--- src/rtl/grid_axis_streamer.sv ---
`default_nettype none
// grid_axis_streamer -- snapshots a WIDTH x HEIGHT cell grid on start and streams it
// as AXI4-Stream beats of CELLS_PER_BEAT cells (TUSER = start of frame).  Rev 1.0
module grid_axis_streamer #(
  parameter int CELL_WIDTH     = 1,
  parameter int WIDTH          = 32,
  parameter int HEIGHT         = 32,
  parameter int CELLS_PER_BEAT = 32,
  parameter int LAST_PER_ROW   = 0
) (
  input  logic                                  clk,
  input  logic                                  rst,
  input  logic                                  start,
  input  logic [WIDTH*HEIGHT*CELL_WIDTH-1:0]    frame,
  output logic                                  busy,
  output logic                                  done,
  output logic                                  M_AXIS_TVALID,
  input  logic                                  M_AXIS_TREADY,
  output logic [CELL_WIDTH*CELLS_PER_BEAT-1:0]  M_AXIS_TDATA,
  output logic                                  M_AXIS_TLAST,
  output logic                                  M_AXIS_TUSER
);

  localparam int DWIDTH        = CELL_WIDTH * CELLS_PER_BEAT;
  localparam int FWIDTH        = WIDTH * HEIGHT * CELL_WIDTH;
  localparam int BEATS_PER_ROW = WIDTH / CELLS_PER_BEAT;
  localparam int TOTAL_BEATS   = HEIGHT * BEATS_PER_ROW;
  localparam int CNT_W         = (TOTAL_BEATS > 1) ? $clog2(TOTAL_BEATS) : 1;

  typedef enum logic [0:0] {
    IDLE   = 1'b0,
    STREAM = 1'b1
  } state_t;

  state_t            state;
  state_t            state_next;
  logic [CNT_W-1:0]  cnt;
  logic [FWIDTH-1:0] snap;
  logic              done_q;
  logic              xfer;
  logic              last_beat;
  logic              tlast_sel;

  assign xfer      = (state == STREAM) && M_AXIS_TREADY;
  assign last_beat = (int'(cnt) == TOTAL_BEATS - 1);

  generate
    if (LAST_PER_ROW != 0) begin : g_last_per_row
      assign tlast_sel = ((int'(cnt) % BEATS_PER_ROW) == BEATS_PER_ROW - 1);
    end else begin : g_last_per_frame
      assign tlast_sel = last_beat;
    end
  endgenerate

  always_ff @(posedge clk) begin
    if (rst) begin
      state  <= IDLE;
      cnt    <= '0;
      done_q <= 1'b0;
    end else begin
      state  <= state_next;
      done_q <= xfer && last_beat;
      if ((state == IDLE) && start) begin
        cnt <= '0;
      end else if (xfer && !last_beat) begin
        cnt <= cnt + 1'b1;
      end
    end
  end

  // Snapshot lets the grid core start the next generation right after start.
  always_ff @(posedge clk) begin
    if ((state == IDLE) && start) begin
      snap <= frame;
    end
  end

  always_comb begin
    state_next    = state;
    busy          = 1'b0;
    done          = done_q;
    M_AXIS_TVALID = 1'b0;
    M_AXIS_TDATA  = '0;
    M_AXIS_TLAST  = 1'b0;
    M_AXIS_TUSER  = 1'b0;
    case (state)
      IDLE: begin
        if (start) begin
          state_next = STREAM;
        end
      end
      STREAM: begin
        busy          = 1'b1;
        M_AXIS_TVALID = 1'b1;
        M_AXIS_TDATA  = snap[int'(cnt)*DWIDTH +: DWIDTH];
        M_AXIS_TLAST  = tlast_sel;
        M_AXIS_TUSER  = (cnt == '0);
        if (xfer && last_beat) begin
          state_next = IDLE;
        end
      end
      default: state_next = IDLE;
    endcase
  end

endmodule
`default_nettype wire

--- config.mk ---
export PLATFORM = sky130hd
export DESIGN_NAME = grid_axis_streamer
export DESIGN_NICKNAME = d
export VERILOG_FILES = /design/src/rtl/grid_axis_streamer.sv
export SDC_FILE = /design/constraint.sdc
export NUM_CORES = 1
export LEC_CHECK = 0
export BUFFER_PORTS_ARGS = -buffer_cell sky130_fd_sc_hd__clkbuf_2
export CORE_AREA = 2 2 412 414
export DETAILED_ROUTE_END_ITERATION = 10
export DIE_AREA = 0 0 414 416
export GPL_TIMING_DRIVEN = 1
export PLACE_DENSITY = 0.39
export SYNTH_ARGS = -nofsm -noshare
export SYNTH_HDL_FRONTEND = slang
export SYNTH_SLANG_ARGS = --single-unit
--- constraint.sdc ---
create_clock -name clk -period 70.1 [get_ports clk]
set_clock_uncertainty 0.1 [all_clocks]
set_input_delay 14.02 -clock clk [delete_from_list [all_inputs] [get_ports clk]]
set_output_delay 14.02 -clock clk [all_outputs]
set_load 0.03 [all_outputs]
==> reports/qor.csv <==
stage,metric,value,unit
timing,finalCritPeriodShare,28.2,%
yosys,synth_cells,1718,
setup_path,end_kind,output port,
routing,ant_nets,0,
floorplanning,fp-row-count,151,
setup_path,r2r_start,state,
run,maxCapViolCount,0,
cells_and_area,mostFrequentLayoutCell,clkbuf_2,
global_routing,grt_pass1_vias,24700,
placement,dp_hpwl,119000,µm
yosys,yosysUniqueCellTypes,38,
clock_tree,clock_sinks,1031,
setup_path,path_class,register to output port,
routing,drtPass1Iterations,6,
setup_path,worst-r2r-setup-slack,64610,ps
timing,tightest_slew,1300,ps
yosys,synthAdderAreaFrac,0.0958,%
clock_tree,clockBufferDepth,3,
yosys,ys_warn_count,0,
routing,drc,0,
power_and_ir_drop,p_leak,18.4,nW
yosys,synth-seq-cells,1031,
status,status,"complete, no violations",
clock_tree,cts_buffers,120,
clock_tree,cts_root_buffer,clkbuf_16,
setup_path,required,55980,ps
routing,wl,159000,µm
timing,setup_tns,0,ps
cells_and_area,nets,3882,
min_path,hold_path_end,cnt[1],
min_path,hold_start,cnt[1],
floorplanning,dieArea,172000,µm²
global_routing,grt_pass1_wl,210000,µm
setup_path,worstPathArrival,5630,ps
timing,slew_viol_final,0,
power_and_ir_drop,powerDensity,28.7,nW/µm²
timing,slew_headroom,13.5,%
clock_tree,h-tree-depth,3,
yosys,yosysSeqAreaShare,78.9,%
floorplanning,core-area,168000,µm²
setup_path,worstSetupStartpointType,register,
global_routing,grt_max_degree,163,
floorplanning,ioPinCount,1065,
yosys,synth_top_family_by_area,multiplexers,
setup_path,path_cells,buf_4 -> buf_4 -> buf_4 -> mux4_2 -> a2111oi_2 -> a211oi_1 -> clkbuf_2,
yosys,avgSynthCellArea,22.8,µm²
setup_path,max_stage_delay,840,ps
clock_tree,cts_tree,built,
setup_path,path_common_cell,buf_4,
global_routing,gr-total-overflow,0,
setup_path,crit_slowest_cell,buf_4,
min_path,min_path_cells,2,
power_and_ir_drop,ir_drop,0.0221,mV
yosys,synth-simple-area-share,0.371,%
yosys,synthMuxAreaShare,14.4,%
timing,holdWs,678,ps
clock_tree,post_cts_buffers,0,
timing,hold_viol_final,0,
cells_and_area,final_cell_mix,"1064 x clkbuf_2, 1024 x edfxtp_1, 192 x mux4_2",
routing,vias_per_cell,4.42,
yosys,syn_area,39200,µm²
setup_path,reg2reg_depth,6,
floorplanning,die_h,416,µm
timing,fmax,50.6,MHz
global_routing,globalRouteTotalUtil,18.0,%
cells_and_area,area_growth,30.9,%
placement,place_congestion,0.871,
clock_tree,ctsResizeCount,0,
setup_path,reg2reg_to,snap[174],
global_routing,antenna_found_initial,99,
yosys,synth_xor_area_share,0.0671,%
routing,drtIter0Drc,2087,
timing,fin_crit,19750,ps
timing,finalSetupViolations,0,
yosys,synth_fp_nets,2749,
timing,rsz0062_at_grt,no,
routing,routedWlPerCell,30.5,µm
min_path,hold_path_class,register to register,
clock_tree,clk_pin_slew,60,ps
routing,vias,23100,
setup_path,critPathMaxFanout,46,
clock_tree,clk-insertion-delay-late,770,ps
clock_tree,hold_buffers,0,
placement,portBuffers,1064,
cells_and_area,layout-drive-gt1-share,51.6,%
floorplanning,die_w,414,µm
yosys,synth_compound_area_share,4.56,%
floorplanning,start_util,23.3,%
-- area by class of cell --
| class | count | area (µm²) |
|---|---|---|
| fill | 16700 | 117000 |
| clock inverter | 84 | 915 |
| sequential | 1031 | 30900 |
| timing repair buffer | 1116 | 5730 |
| tap | 2218 | 2780 |
| antenna | 48 | 120 |
| clock buffer | 138 | 3110 |
| inverter | 3 | 11.3 |
| multi-input combinational | 579 | 7710 |
-- registers in the layout, indices dropped and copies added, names as in the netlist --
signal	cells
snap	1024
cnt	5
state	1
done	1
-- worst max path at each step --
stage,start,to,slack (ps),cells past startpoint
after floorplan,start,cnt[0],9330,3
after global placement,cnt[0],M_AXIS_TDATA[24],50950,8
after detailed placement,cnt[0],M_AXIS_TDATA[24],50930,8
after CTS,cnt[0],M_AXIS_TDATA[24],50020,8
after global routing,cnt[0],M_AXIS_TDATA[21],49810,7
final,cnt[0],M_AXIS_TDATA[21],50350,7
-- per-layer routing --
layer  vias to the layer above  track usage, %  share of wire [%]
met5                         -               0               0.31
met4                        80            7.48                2.8
met3                       257            5.76                7.8
met2                      1022            30.6                 51
met1                     11900            21.1                 38
li1                       9758               -                  -
-- cells in the mapped netlist (all sizes together) --
master   number  area share, %
mux4        192             11
o221ai       31           0.69
mux2i       132            3.4
edfxtp     1024             78
nand2         6          0.057
xnor2         1          0.022
dfxtp         7           0.36
a2111oi      31            1.0
nand3         2          0.026
o22ai        32           0.51
nand3b        1          0.019
inv           3          0.029
a21oi        32           0.41
o2111a        1          0.029
or2           1          0.016
clkbuf       53           0.51
a22o         31           0.69
and2          1          0.016
a22oi        31           0.59
and3b         2          0.045
nand4b        1          0.022
nor2          7          0.073
a211oi       31           0.59
a211o         1          0.022
nor4          1          0.016
and3          1          0.016
nand4         1          0.016
a311oi        1          0.022
ha            3          0.096
nor2b         3          0.048
buf          52            1.1
xor2          2          0.045
-- worst max-delay path, delay by kind of cell (launching register included) --
kind,cells,cell delay [ps]
buf+inv,4,2510
compound gates,2,900
mux,1,600
flops,1,700
-- logic make-up (layout without fill, tap and decap cells) --
| group | Yosys count | after routing |
|---|---|---|
| AO/OA/AOI/OAI | 222 | 222 |
| XOR/XNOR | 3 | 3 |
| adder cells (fa/ha/maj) | 3 | 3 |
| buffers and inverters | 108 | 1341 |
| flip-flops | 1031 | 1031 |
| multiplexers | 324 | 324 |
| other | 0 | 48 |
| AND/OR/NAND/NOR | 27 | 27 |
-- report_power, final --
part	total (mW)	internal [mW]	switching, mW
Sequential	0.731	0.720	0.0112
Combinational	0.0922	0.0420	0.0502
Clock	0.647	0.380	0.267
Total	1.47	1.14	0.328
-- stage by stage --
| stage | cells | power, mW | cell area, µm² | worst slack, ps | utilization [%] |
|---|---|---|---|---|---|
| 6_report | 5217 | 1.47 | 51300 | 50350 | 30.5 |
| 5_1_grt | 5210 | 1.52 | 51300 | 49810 | 30.5 |
| 4_1_cts | 5169 | 1.49 | 51200 | 50020 | 30.4 |
| 3_5_place_dp | 4947 | 0.838 | 47100 | 50930 | 28.0 |
| 3_3_place_gp | 4947 | 0.836 | 47100 | 50950 | 28.0 |
| 2_1_floorplan | 1718 | 0.839 | 39200 | 9330 | - |
No activity file was read; power rests on OpenSTA's default activity.
